[src/rtl/ram_arbiter.sv]
// Two-requester RAM arbiter: the CPU and a memory loader share one
// synchronous RAM port, with a starvation guard that protects the loader.
module ram_arbiter #(
    parameter int STARVE_MAX = 4
) (
    input  logic       clk,
    input  logic       reset,
    input  logic       mw,
    input  logic       cpu_req,
    input  logic       cpu_we,
    input  logic [7:0] cpu_addr,
    input  logic [7:0] cpu_wdata,
    output logic       cpu_ack,
    output logic [7:0] cpu_rdata,
    input  logic       ld_req,
    input  logic       ld_we,
    input  logic [7:0] ld_addr,
    input  logic [7:0] ld_wdata,
    output logic       ld_ack,
    output logic [7:0] ld_rdata,
    output logic       ram_en,
    output logic       ram_we,
    output logic [7:0] ram_addr,
    output logic [7:0] ram_wdata,
    input  logic [7:0] ram_rdata,
    output logic       cpu_hold,
    output logic [1:0] owner
);

    typedef enum logic [2:0] {
        IDLE,
        CPU_ACC,
        CPU_ACK,
        LD_ACC,
        LD_ACK
    } state_t;

    localparam logic [31:0] STARVE_LIM = 32'(STARVE_MAX);
    localparam logic [1:0]  OWN_NONE   = 2'd0;
    localparam logic [1:0]  OWN_CPU    = 2'd1;
    localparam logic [1:0]  OWN_LD     = 2'd2;

    state_t      state_q;
    logic [2:0]  starve_cnt_q;
    logic        ram_en_q;
    logic        ram_we_q;
    logic [7:0]  ram_addr_q;
    logic [7:0]  ram_wdata_q;
    logic        cpu_ack_q;
    logic        ld_ack_q;
    logic [7:0]  cpu_rdata_q;
    logic [7:0]  ld_rdata_q;
    logic [1:0]  owner_q;
    logic        cpu_hold_q;

    logic        starved_d;
    logic        ld_win_d;
    logic        cpu_win_d;

    // Arbitration decision, only consumed while the FSM is in IDLE
    always_comb begin
        starved_d = 1'b0;
        ld_win_d  = 1'b0;
        cpu_win_d = 1'b0;
        starved_d = ({29'd0, starve_cnt_q} >= STARVE_LIM);
        ld_win_d  = ld_req & (mw | ~cpu_req | starved_d);
        cpu_win_d = cpu_req & ~mw & ~ld_win_d;
    end

    // Transaction FSM; every output is a register updated here
    always_ff @(posedge clk) begin
        if (reset) begin
            state_q      <= IDLE;
            starve_cnt_q <= 3'd0;
            ram_en_q     <= 1'b0;
            ram_we_q     <= 1'b0;
            ram_addr_q   <= 8'd0;
            ram_wdata_q  <= 8'd0;
            cpu_ack_q    <= 1'b0;
            ld_ack_q     <= 1'b0;
            cpu_rdata_q  <= 8'd0;
            ld_rdata_q   <= 8'd0;
            owner_q      <= OWN_NONE;
            cpu_hold_q   <= 1'b0;
        end else begin
            unique case (state_q)
                IDLE: begin
                    if (ld_win_d) begin
                        state_q      <= LD_ACC;
                        ram_en_q     <= 1'b1;
                        ram_we_q     <= ld_we;
                        ram_addr_q   <= ld_addr;
                        ram_wdata_q  <= ld_wdata;
                        owner_q      <= OWN_LD;
                        cpu_hold_q   <= 1'b1;
                        starve_cnt_q <= 3'd0;
                    end else if (cpu_win_d) begin
                        state_q      <= CPU_ACC;
                        ram_en_q     <= 1'b1;
                        ram_we_q     <= cpu_we;
                        ram_addr_q   <= cpu_addr;
                        ram_wdata_q  <= cpu_wdata;
                        owner_q      <= OWN_CPU;
                        cpu_hold_q   <= mw;
                        if (ld_req && starve_cnt_q != 3'd7) begin
                            starve_cnt_q <= starve_cnt_q + 3'd1;
                        end
                    end else begin
                        owner_q    <= OWN_NONE;
                        cpu_hold_q <= mw;
                    end
                end
                CPU_ACC: begin
                    state_q    <= CPU_ACK;
                    ram_en_q   <= 1'b0;
                    ram_we_q   <= 1'b0;
                    cpu_ack_q  <= 1'b1;
                    cpu_hold_q <= mw;
                end
                CPU_ACK: begin
                    state_q     <= IDLE;
                    cpu_ack_q   <= 1'b0;
                    cpu_rdata_q <= ram_rdata;
                    owner_q     <= OWN_NONE;
                    cpu_hold_q  <= mw;
                end
                LD_ACC: begin
                    state_q    <= LD_ACK;
                    ram_en_q   <= 1'b0;
                    ram_we_q   <= 1'b0;
                    ld_ack_q   <= 1'b1;
                    cpu_hold_q <= 1'b1;
                end
                LD_ACK: begin
                    state_q    <= IDLE;
                    ld_ack_q   <= 1'b0;
                    ld_rdata_q <= ram_rdata;
                    owner_q    <= OWN_NONE;
                    cpu_hold_q <= mw;
                end
                default: begin
                    state_q <= IDLE;
                end
            endcase
        end
    end

    // The RAM's own output register feeds the ack cycle directly; the
    // local copy holds the value once ack drops.
    always_comb begin
        ram_en    = ram_en_q;
        ram_we    = ram_we_q;
        ram_addr  = ram_addr_q;
        ram_wdata = ram_wdata_q;
        cpu_ack   = cpu_ack_q;
        ld_ack    = ld_ack_q;
        cpu_rdata = cpu_ack_q ? ram_rdata : cpu_rdata_q;
        ld_rdata  = ld_ack_q ? ram_rdata : ld_rdata_q;
        owner     = owner_q;
        cpu_hold  = cpu_hold_q;
    end

endmodule

[config.mk]
export PLATFORM = sky130hd
export DESIGN_NAME = ram_arbiter
export DESIGN_NICKNAME = d
export VERILOG_FILES = /design/src/rtl/ram_arbiter.sv
export SDC_FILE = /design/constraint.sdc
export NUM_CORES = 1
export LEC_CHECK = 0
export CORE_MARGIN = 4
export CORE_UTILIZATION = 40
export DETAILED_ROUTE_END_ITERATION = 7
export GPL_ROUTABILITY_DRIVEN = 0
export PLACE_DENSITY = 0.77
export SLEW_MARGIN = 0
export SYNTH_ARGS = -nofsm -noshare
export SYNTH_HDL_FRONTEND = slang
export SYNTH_SLANG_ARGS = --single-unit
[constraint.sdc]
create_clock -name clk -period 1.4 [get_ports clk]
set_input_delay 0.28 -clock clk [delete_from_list [all_inputs] [get_ports clk]]
set_output_delay 0.28 -clock clk [all_outputs]
set_load 0.1 [all_outputs]
==> reports/summary.txt <==
status: complete, but fails checks
failing checks: setup timing
total core area: 0.005507 mm2
drt first pass iters: 5
share of cells above drive strength 1: 0.4587
P&R area growth vs syn: 96.92%
DP Wirelength: 5091 um
min Tclk post-route: 1.604 ns
area share of the largest cell type after synthesis: 0.3954
Synth area leaders: dfxtp_1, mux2_2, o221a_2
P_leak: 0.001774 uW
Max Clk Rate: 623.2 MHz
Die Width: 83.47 um
row cnt: 27
Reg2Reg Setup Slack: -0.20 ns
Setup crit start: state_q[2]
ant diodes: 0
Required @ worst endpoint: 1.63 ns
r2r startpoint: state_q[2]
initial drt markers: 185
post-route ant nets: 0
drt total wl: 9888 um
all-layer global routing usage: 0.2442
worst vdd ir: 0.8698 mV
CP arrival: 1.83 ns
Clock Sinks: 45
first-pass GRT wire length: 13730 um
syn nets: 301
critical path peak fanout: 2
hold buffers post-CTS: 0
Num CTS Buffers: 5
pin count of the biggest net entering global routing: 33
detailed-route DRC error count: 0
Slew headroom: 0.6919
Avg WL per Cell: 22.12 um
htree depth: 2
Post-Place Worst Slack: -0.5717 ns
antenna violations before repair: 0
TritonCTS clock tree: yes
CP Class: flop to flop
RR Endpoint: starve_cnt_q[2]
min-delay worst type: flop to flop
hold path cells: 2
CTS clk-pin slew, worst paths: 0.08 ns
grt total ovfl: 0
Setup WS post-layout: -0.2045 ns
Clock Tree Root: clkbuf_8
Mapped Cells: 252
Util after Layout: 0.8148
fin crit share: 1.146
sink of the worst hold path: cpu_rdata_q[2]
initial cell density of the core: 0.4138
Distinct cells, synth: 36
crit path launch type: flop
Yosys Warn Count: 0
MaxCap Viol Count: 0
Worst-Margin Slew: 0.4603 ns
Reg2Reg Depth: 3
vias per cell: 6.060
Vias: 2709
skew final: 0.002585 ns
clk buf depth: 2
unrepaired setup endpoints after global routing: yes
full die area: 0.006967 mm2
I/O Buffers: 85
register area share after synthesis: 0.3954
vias in the first global route: 2730
Netlist Area Pre-Place: 0.002278 mm2
flops & latches, synth: 45
# setup viols final: 37
Skew-Pair Late Insertion Delay: 0.30 ns
Final Slew Violations: 0
PD cells: 1079 mW/mm2
final hold violation count: 0
boundary pin count: 86
die height: 83.47 um
Critical Path Sink Type: flop
dominant cell type by area after synthesis: dfxtp_1
syn_area_per_cell: 9.041 um2
HP Start: cpu_rdata_q[2]
Final nets: 423
stage by stage:
step	total power, uW	TNS (ns)	hold WS, ns	cells	instance area, um2
2_1_floorplan	2703	-1.592	0.4272	252	2392
3_3_place_gp	3441	-12.25	0.4705	414	3826
3_5_place_dp	3473	-13.46	0.4848	414	3826
4_1_cts	4629	-3.920	0.5032	441	4234
5_1_grt	4976	-5.538	0.5304	447	4487
6_report	4842	-4.433	0.4985	447	4487
final cells by class:
type,instances,area (um2)
clock buffer,7,86.33
clock inverter,1,30.03
fill,270,1020
inverter,19,75.07
multi-input combinational,165,1513
sequential,45,912.1
tap,72,90.09
timing repair buffer,138,1780
registers in the layout, indices dropped and copies added (netlist names), 2 cells and up:
name          flops
ld_rdata_q        8
ram_wdata         8
starve_cnt_q      3
cpu_rdata_q       8
state_q           3
owner             2
ram_addr          8
critical path, stage by stage (launching register included):
cell and delay (ns):
dfxtp_2 0.34, or4b_4 0.55, or4b_4 0.51, a21oi_2 0.14
logic make-up (layout without fill, tap and decap cells):
logic type / after synthesis / count (layout) / share of synthesized area
fa+ha+maj: 2 / 2 / 0.01098
simple gates: 58 / 58 / 0.1274
compound gates: 72 / 73 / 0.2438
flops: 45 / 45 / 0.3954
mux: 32 / 32 / 0.1494
buf+inv: 43 / 165 / 0.07304
power by group:
group	internal, uW	switching (uW)
clock network	582	444
registers	1380	103
logic	988	1350
worst max path at each step:
stage | slack [ns] | end | depth (start not counted)
final | -0.20 | starve_cnt_q[2] | 3
after global routing | -0.24 | ram_we | 5
after CTS | -0.20 | starve_cnt_q[2] | 3
after detailed placement | -0.57 | ram_addr[0] | 4
after global placement | -0.50 | ram_wdata[7] | 4
after floorplan | -0.09 | starve_cnt_q[2] | 3
metal layers:
metal | wire length, um | GRT usage
met5 | 0 | 0
met4 | 475 | 0.08480
met3 | 511 | 0.04245
met2 | 5126 | 0.4585
met1 | 3774 | 0.2757
cell usage after synthesis (all sizes together):
master,number
dfxtp,45
mux2i,16
o22ai,1
o221a,16
nor3b,4
nand2,20
inv,19
nor4,1
nand3,1
clkbuf,19
a21o,2
o32ai,2
o21a,2
o21ai,20
a21boi,1
nor2b,1
nor2,20
nand3b,1
or2,1
a221oi,16
or4b,2
o211ai,1
or3,2
a32oi,1
nor3,1
or3b,1
mux2,16
a311oi,1
nand2b,3
buf,5
a21oi,9
ha,2
cell usage in the layout, fill, tap and decap left out, drive strengths merged, types with 2 or more instances in the layout:
cell	instances
buf	91
dfxtp	45
clkdlybuf4s50	43
o21ai	21
nor2	20
nand2	20
inv	18
mux2	16
mux2i	16
a221oi	16
o221a	16
a21oi	9
clkbuf	8
nor3b	4
nand2b	3
dlygate4sd2	3
a21o	2
or4b	2
o21a	2
ha	2
or3	2
o32ai	2
timing repair:
action / in CTS / in global routing
setup endpoints to repair: 40 / 48
pin swaps: 7 / 13
cloned: 3 / 2
gates resized for setup: 23 / 58
buffers inserted: 16 / 4
Power figures use the tool's default switching activity.
